==> src/rtl/mmio_uart_tx.sv <==
// Memory-mapped 8N1 UART transmitter: stores to TX_ADDR push a byte into a FIFO that the
// serialiser drains; stores to CTRL_ADDR with bit 0 set clear the sticky overflow flag.
module mmio_uart_tx #(
  parameter logic [31:0] TX_ADDR      = 32'h0000_00F0,
  parameter logic [31:0] CTRL_ADDR    = 32'h0000_00F4,
  parameter int unsigned DEPTH        = 8,
  parameter int unsigned CLKS_PER_BIT = 16
) (
  input  logic                     clk,
  input  logic                     reset,
  input  logic                     MemWrite,
  input  logic [31:0]              DataAdr,
  input  logic [31:0]              WriteData,
  output logic                     tx,
  output logic                     busy,
  output logic                     full,
  output logic                     empty,
  output logic [$clog2(DEPTH):0]   count,
  output logic                     overflow
);

  localparam int unsigned AW  = $clog2(DEPTH);
  localparam int unsigned CNW = AW + 1;
  localparam int unsigned BW  = $clog2(CLKS_PER_BIT);

  localparam logic [1:0] ST_IDLE  = 2'd0;
  localparam logic [1:0] ST_START = 2'd1;
  localparam logic [1:0] ST_DATA  = 2'd2;
  localparam logic [1:0] ST_STOP  = 2'd3;

  logic [7:0]     mem [DEPTH];
  logic [AW-1:0]  rd_ptr_q, rd_ptr_d, wr_ptr_q, wr_ptr_d;
  logic [CNW-1:0] count_q, count_d;
  logic           full_q, empty_q, ovf_q, ovf_d;
  logic [1:0]     state_q, state_d;
  logic [BW-1:0]  baud_q, baud_d;
  logic [2:0]     bit_q, bit_d;
  logic [7:0]     shift_q, shift_d;
  logic           tx_q, tx_d;
  logic           push_req, push_ok, pop, ovf_set, ovf_clr, baud_tc;
  logic           unused_wdata;

  assign unused_wdata = ^WriteData[31:8];

  assign push_req = MemWrite && (DataAdr == TX_ADDR);
  assign ovf_clr  = MemWrite && (DataAdr == CTRL_ADDR) && WriteData[0];
  assign pop      = (state_q == ST_IDLE) && !empty_q;
  // A full FIFO still accepts a push when the head leaves in the same cycle.
  assign push_ok  = push_req && (!full_q || pop);
  assign ovf_set  = push_req && full_q && !pop;
  assign baud_tc  = (baud_q == BW'(CLKS_PER_BIT - 1));

  always_comb begin
    rd_ptr_d = pop ? rd_ptr_q + AW'(1) : rd_ptr_q;
    wr_ptr_d = push_ok ? wr_ptr_q + AW'(1) : wr_ptr_q;
    count_d  = count_q;
    case ({push_ok, pop})
      2'b10:   count_d = count_q + CNW'(1);
      2'b01:   count_d = count_q - CNW'(1);
      default: count_d = count_q;
    endcase
    ovf_d = ovf_set ? 1'b1 : (ovf_clr ? 1'b0 : ovf_q);
  end

  always_comb begin
    state_d = state_q;
    baud_d  = baud_q;
    bit_d   = bit_q;
    shift_d = shift_q;
    case (state_q)
      ST_IDLE: begin
        if (!empty_q) begin
          shift_d = mem[rd_ptr_q];
          baud_d  = '0;
          bit_d   = '0;
          state_d = ST_START;
        end
      end
      ST_START: begin
        if (baud_tc) begin
          baud_d  = '0;
          state_d = ST_DATA;
        end else begin
          baud_d = baud_q + BW'(1);
        end
      end
      ST_DATA: begin
        if (baud_tc) begin
          baud_d = '0;
          if (bit_q == 3'd7) begin
            state_d = ST_STOP;
          end else begin
            bit_d   = bit_q + 3'd1;
            shift_d = {1'b0, shift_q[7:1]};
          end
        end else begin
          baud_d = baud_q + BW'(1);
        end
      end
      ST_STOP: begin
        if (baud_tc) begin
          baud_d  = '0;
          state_d = ST_IDLE;
        end else begin
          baud_d = baud_q + BW'(1);
        end
      end
      default: state_d = ST_IDLE;
    endcase
  end

  // tx is registered from the next state so the line changes on the same edge as the state.
  always_comb begin
    tx_d = 1'b1;
    case (state_d)
      ST_START: tx_d = 1'b0;
      ST_DATA:  tx_d = shift_d[0];
      default:  tx_d = 1'b1;
    endcase
  end

  always_ff @(posedge clk) begin
    if (push_ok) begin
      mem[wr_ptr_q] <= WriteData[7:0];
    end
  end

  always_ff @(posedge clk or negedge reset) begin
    if (!reset) begin
      rd_ptr_q <= '0;
      wr_ptr_q <= '0;
      count_q  <= '0;
      full_q   <= 1'b0;
      empty_q  <= 1'b1;
      ovf_q    <= 1'b0;
      state_q  <= ST_IDLE;
      baud_q   <= '0;
      bit_q    <= '0;
      shift_q  <= '0;
      tx_q     <= 1'b1;
    end else begin
      rd_ptr_q <= rd_ptr_d;
      wr_ptr_q <= wr_ptr_d;
      count_q  <= count_d;
      full_q   <= (count_d == CNW'(DEPTH));
      empty_q  <= (count_d == '0);
      ovf_q    <= ovf_d;
      state_q  <= state_d;
      baud_q   <= baud_d;
      bit_q    <= bit_d;
      shift_q  <= shift_d;
      tx_q     <= tx_d;
    end
  end

  assign tx       = tx_q;
  assign busy     = (state_q != ST_IDLE);
  assign full     = full_q;
  assign empty    = empty_q;
  assign count    = count_q;
  assign overflow = ovf_q;

endmodule

==> config.mk <==
export PLATFORM = sky130hd
export DESIGN_NAME = mmio_uart_tx
export DESIGN_NICKNAME = d
export VERILOG_FILES = /design/src/rtl/mmio_uart_tx.sv
export SDC_FILE = /design/constraint.sdc
export NUM_CORES = 1
export LEC_CHECK = 0
export CAP_MARGIN = 20
export CORE_MARGIN = 3
export CORE_UTILIZATION = 40
export DETAILED_ROUTE_END_ITERATION = 6
export PLACE_DENSITY = 0.61
export SYNTH_ARGS = -nofsm -noshare
export SYNTH_HDL_FRONTEND = slang
export SYNTH_SLANG_ARGS = --single-unit
export TNS_END_PERCENT = 10
==> constraint.sdc <==
create_clock -name clk -period 5.6 [get_ports clk]
set_input_delay 1.12 -clock clk [delete_from_list [all_inputs] [get_ports clk]]
set_output_delay 1.12 -clock clk [all_outputs]
set_load 0.02 [all_outputs]
# == Word-level counts from Yosys, hierarchy flattened ==
# Memories as Yosys holds them, arrays and structs flattened.
# Index checks and enable logic that the tools add are counted.
# totals
reg_bits,31
ram_bits,64
wordCells,75
n_memories,1
# memory_table
memory,depth,word_bits,read_ports,rd_clocked_by_memory_dff,wr,line,text
mem,8,8,1,0,1,31,logic [7:0] mem [DEPTH];
# classes
addsub,6
eq_ne,15
n_mux,23
n_reduce_logical,18
# op_table
op,n
"equality test 32 x 8 -> 1 bit, second input constant",2
2-to-1 mux 8 bit,3
case mux 4 bit (2 select lines),2
case mux 8 bit (2 select lines),1
2-to-1 mux 2 bit,5
"adder 3 x 1 -> 3 bit, second input constant",3
2-to-1 mux 3 bit,3
"adder 4 x 1 -> 4 bit, second input constant",2
"equality test 2 bit, second input constant",4
"equality test 4 bit, second input constant",2
2-to-1 mux 4 bit,2
case mux 2 bit (4 select lines),1
logical AND 1 bit,7
"equality test 2 x 1 -> 1 bit, second input constant",3
"!= test 2 bit, second input constant",3
case mux 3 bit (2 select lines),1
nonzero test 2 bit,3
logical NOT 4 bit,1
2-to-1 mux 1 bit,4
AND reduction 4 bit,1
"subtractor 4 x 1 -> 4 bit, second input constant",1
"equality test 3 bit, second input constant",1
logical NOT 1 bit,3
OR reduction 3 bit,1
3 further kinds,3

# == Depth between registers and ports, before layout ==
# depth
word_depth,7
mapped_depth,12

# == Least setup slack after synthesis ==
# OpenSTA, ideal clock, no wires.
# synth_path
path_type,input-to-reg
start,input DataAdr[29]
end,"register empty_q, in the netlist empty"
setup_time_ns,0.089
t_arrival_ns,3.848
setup_slack_ns,1.663
cell_stages,9
path_cell_list,or4_4 > or4_4 > buf_6 > ha_1 > xor2_1 > ha_1 > mux2_2 > a2111o_1 > a211oi_1
# synth_via
elab_chain_cells,6
# synth_lines
element,line,text
start: declaration,12,"input logic [31:0] DataAdr,"
equality test 32 x 8 -> 1 bit (*),45,assign push_req = MemWrite && (DataAdr == TX_ADDR);
logical AND 1 bit (*),45,
logical AND 1 bit (*),49,assign push_ok = push_req && (!full_q || pop);
equality test 2 x 1 -> 1 bit / equality test 2 bit (equally long branches),57,"case ({push_ok, pop})"
case mux 4 bit (2 select lines) (*),57,
via count_d[1],33,"logic [CNW-1:0] count_q, count_d;"
logical NOT 4 bit (*),146,empty_q <= (count_d == '0);
end signal: assignment,146,
end: declaration,34,"logic full_q, empty_q, ovf_q, ovf_d;"
# The timed path passes the listed nets; every way through them passes the cells marked *.
# A chain may end at the register's enable or synchronous reset.

# == Worst setup path in the final report ==
# layout_path
start,input DataAdr[3]
end,"register empty_q, in the netlist empty"
# The elaborated chain is that of the path after synthesis.

==> impl_results.md <==
- Post-layout nets: around 430
- Hold Fails Final Rpt: 0
- Pre-CTS setup slack: roughly 1.1 ns
- Global-route usage over all layers: 16.0%
- Number of DRC markers in iteration 0: approximately 150
- Most frequent CP cell: ha_1
- FF-to-FF path depth: 9
- Routability-driven placement congestion ratio: ~0.74
- Dpl cells: between 400 and 500
- Post-Synthesis Cell Area: around 0.0042 mm^2
- Peak supply drop: ~0.19 mV
- Crit end category: flop
- Yosys reg bits: 95
- Critical Path, Cell by Cell: clkdlybuf4s50_1 > nor4_1 > nand4_1 > or4_4 > ha_1 > xor2_1 > ha_1 > mux2_2 > a2111o_1 > a211oi_1
- Largest net degree at the start of global routing: 32
- Asr flop ratio synth: 32.6%
- Max-cap violations: 0
- Synth top area cells: edfxtp_1, dfrtp_1, mux4_2
- Max clock buf depth: 2
- Post CTS Setup Buffer Count: 0
- Hpwl dp: slightly below 6000 um
- Slowest cell on the critical path: or4_4
- CTS sink cnt: 95
- Hold Buf Count CTS: 0
- Post-route minimum period: 4.11 ns
- RSZ-0062 raised after global routing: false
- Max-slew violation count: 0
- Worst path arrival time: about 4.4 ns
- CTS clk-pin slew, worst paths: ~0.090 ns
- Layout Skew: 0.0127 ns
- Syn_nets: 373
- Drc violations: 0
- Per-cell routed wire length: about 18 um
- Status: finished clean
- Critical Path RT: 5.88 ns
- Critical path's largest stage delay: between 0.7 and 0.8 ns
- Die height: between 100 and 150 um
- CORE AREA: ~0.01 mm^2
- Synthesized instance count: just under 300
- CTS resizes: 0
- Main synth FF type: edfxtp_1
- Clock tree root buffer cell: clkbuf_8
- Cell row count: 36
- Seq/Total Area, Yosys: roughly 64%
- Setup_tns: 0 ns
- Worst slew margin: 40.5%
- Final Util: 51.1%
- Setup violators final: 0
- Via count: 2584
- Total gr overflow: 0
- PortBufs: 51
- P_leak: 1.84 nW
- Post-Syn Area per Cell: about 14 um^2
- Number of H-tree levels: 3
- Number of enable flip-flop cells after synthesis: between 60 and 70
- CTS tree: yes
- # diodes: 0
- Crit path max fanout: 12
- Share of cells above drive strength 1: between 10% and 20%
- Share of the synthesized area in the top cell type: between 40% and 50%
- First-pass DRT Iterations: 4
- Detail Route Antenna Nets: 0
- Routed WL: a little under 9000 um
- Worst-margin pin slew: around 0.9 ns
- CP Class: input pin to flop
- Area leader, netlist: edfxtp_1
- Die W: between 100 and 150 um
- Die area: approximately 0.012 mm^2
- Most frequent cells in the layout: edfxtp_1, clkdlybuf4s50_1, dfrtp_1
- Tightest Hold Check Type: flop to flop
- IO Pins: 76
- Most common cell after layout, fill and taps aside: edfxtp_1
- PnR worst setup slack: between 1 and 1.5 ns
- Initial antenna violation count: 0
- Area delta synth->final: 21.0%
- YS warnings: 0
- Initial Utilization: between 40% and 50%
- F_max: roughly 0.24 GHz
- DR vias/cell: roughly 5.3
- Final std cells w/o fill: about 500
- First-pass GRT wire length: 14200 um
- Hold depth: 1
- CP Launch Type: input pin
- Post-synth cell types: 49
- PD cells: approximately 260 mW/mm^2
- Num CTS Buffers: 9
- Vias in the first global route: around 2600
- Period utilization: approximately 73%
- Clock latency on the worst-skew pair: roughly 0.36 ns
[power breakdown]
part           internal [mW]  leakage [nW]  total (mW)  switching, mW
combinational         0.0536         0.741      0.0873         0.0336
clock                  0.216         0.106       0.472          0.255
sequential             0.770         0.996       0.781         0.0107
total                   1.04          1.84        1.34          0.300
[through the flow]
stage | power, mW | hold WS, ns | area [um^2]
floorplan | 0.835 | 0.444 | 4220
global placement | 0.882 | 0.468 | 4890
detailed placement | 0.885 | 0.476 | 4890
CTS | 1.36 | 0.489 | 5100
global route | 1.40 | 0.531 | 5100
finish | 1.34 | 0.486 | 5100
[logic make-up after synthesis]
family | count (synthesis) | synth area share, %
AOI/OAI and AO/OA | 59 | 9.31
xor gates and xnor gates | 9 | 1.87
adders and majority gates | 8 | 2.37
buffers and inverters | 29 | 3.00
DFF | 95 | 64.0
muxes | 29 | 9.91
and+or+nand+nor | 69 | 9.55
[flip-flops by register name, summed over array words and instances, names as in the netlist]
signal    flops
baud_q        4
overflow      1
state_q       2
empty         1
wr_ptr_q      3
shift_q       8
rd_ptr_q      3
count         4
tx            1
bit_q         3
mem          64
full          1
[synthesized netlist by cell type (all sizes together) (3+ instances only)]
library cell / count
a211oi: 14
a21oi: 9
a31o: 6
buf: 8
clkbuf: 7
dfrtp: 29
edfxtp: 64
ha: 8
inv: 13
mux2i: 17
mux4: 10
nand2: 17
nand2b: 3
nand4: 4
nor2: 14
nor3: 4
nor4: 8
nor4b: 4
o21ai: 17
xnor2: 8
[critical path: cells and delay by family]
kind | cells | cell delay [ns]
simple gates | 3 | 1.24
buf+inv | 1 | 0.39
compound gates | 2 | 0.58
mux | 1 | 0.29
xor+xnor | 1 | 0.18
fa+ha+maj | 2 | 0.59
[metal layers]
layer / GRT usage (%) / wire length (um) / share of wire [%] / vias up
met4: 3.07 / 51 / 0.59 / 0
met5: 0 / 0 / 0 / -
met2: 27.4 / 4600 / 53 / 28
met1: 20.8 / 3810 / 44 / 1298
met3: 4.09 / 216 / 2.5 / 4
li1: - / - / - / 1254
[area by class of cell]
type / instances / area (um^2)
fillers: 891 / 4890
flip-flops and latches: 95 / 2700
multi-input cells: 174 / 1410
repair buffers: 57 / 556
well taps: 133 / 166
clock buffers: 9 / 124
clock inverters: 7 / 92.6
inverters: 14 / 52.6
[worst paths after layout]
kind	start	endpoint	slack [ns]
max	DataAdr[3]	empty	1.49
min	baud_q[3]	baud_q[3]	0.49
max reg2reg	state_q[1]	empty	2.23
min reg2reg	baud_q[3]	baud_q[3]	0.49
max in group asynchronous	reset	tx	4.12
min in group asynchronous	reset	overflow	1.15
No activity file was read; power rests on OpenSTA's default activity.
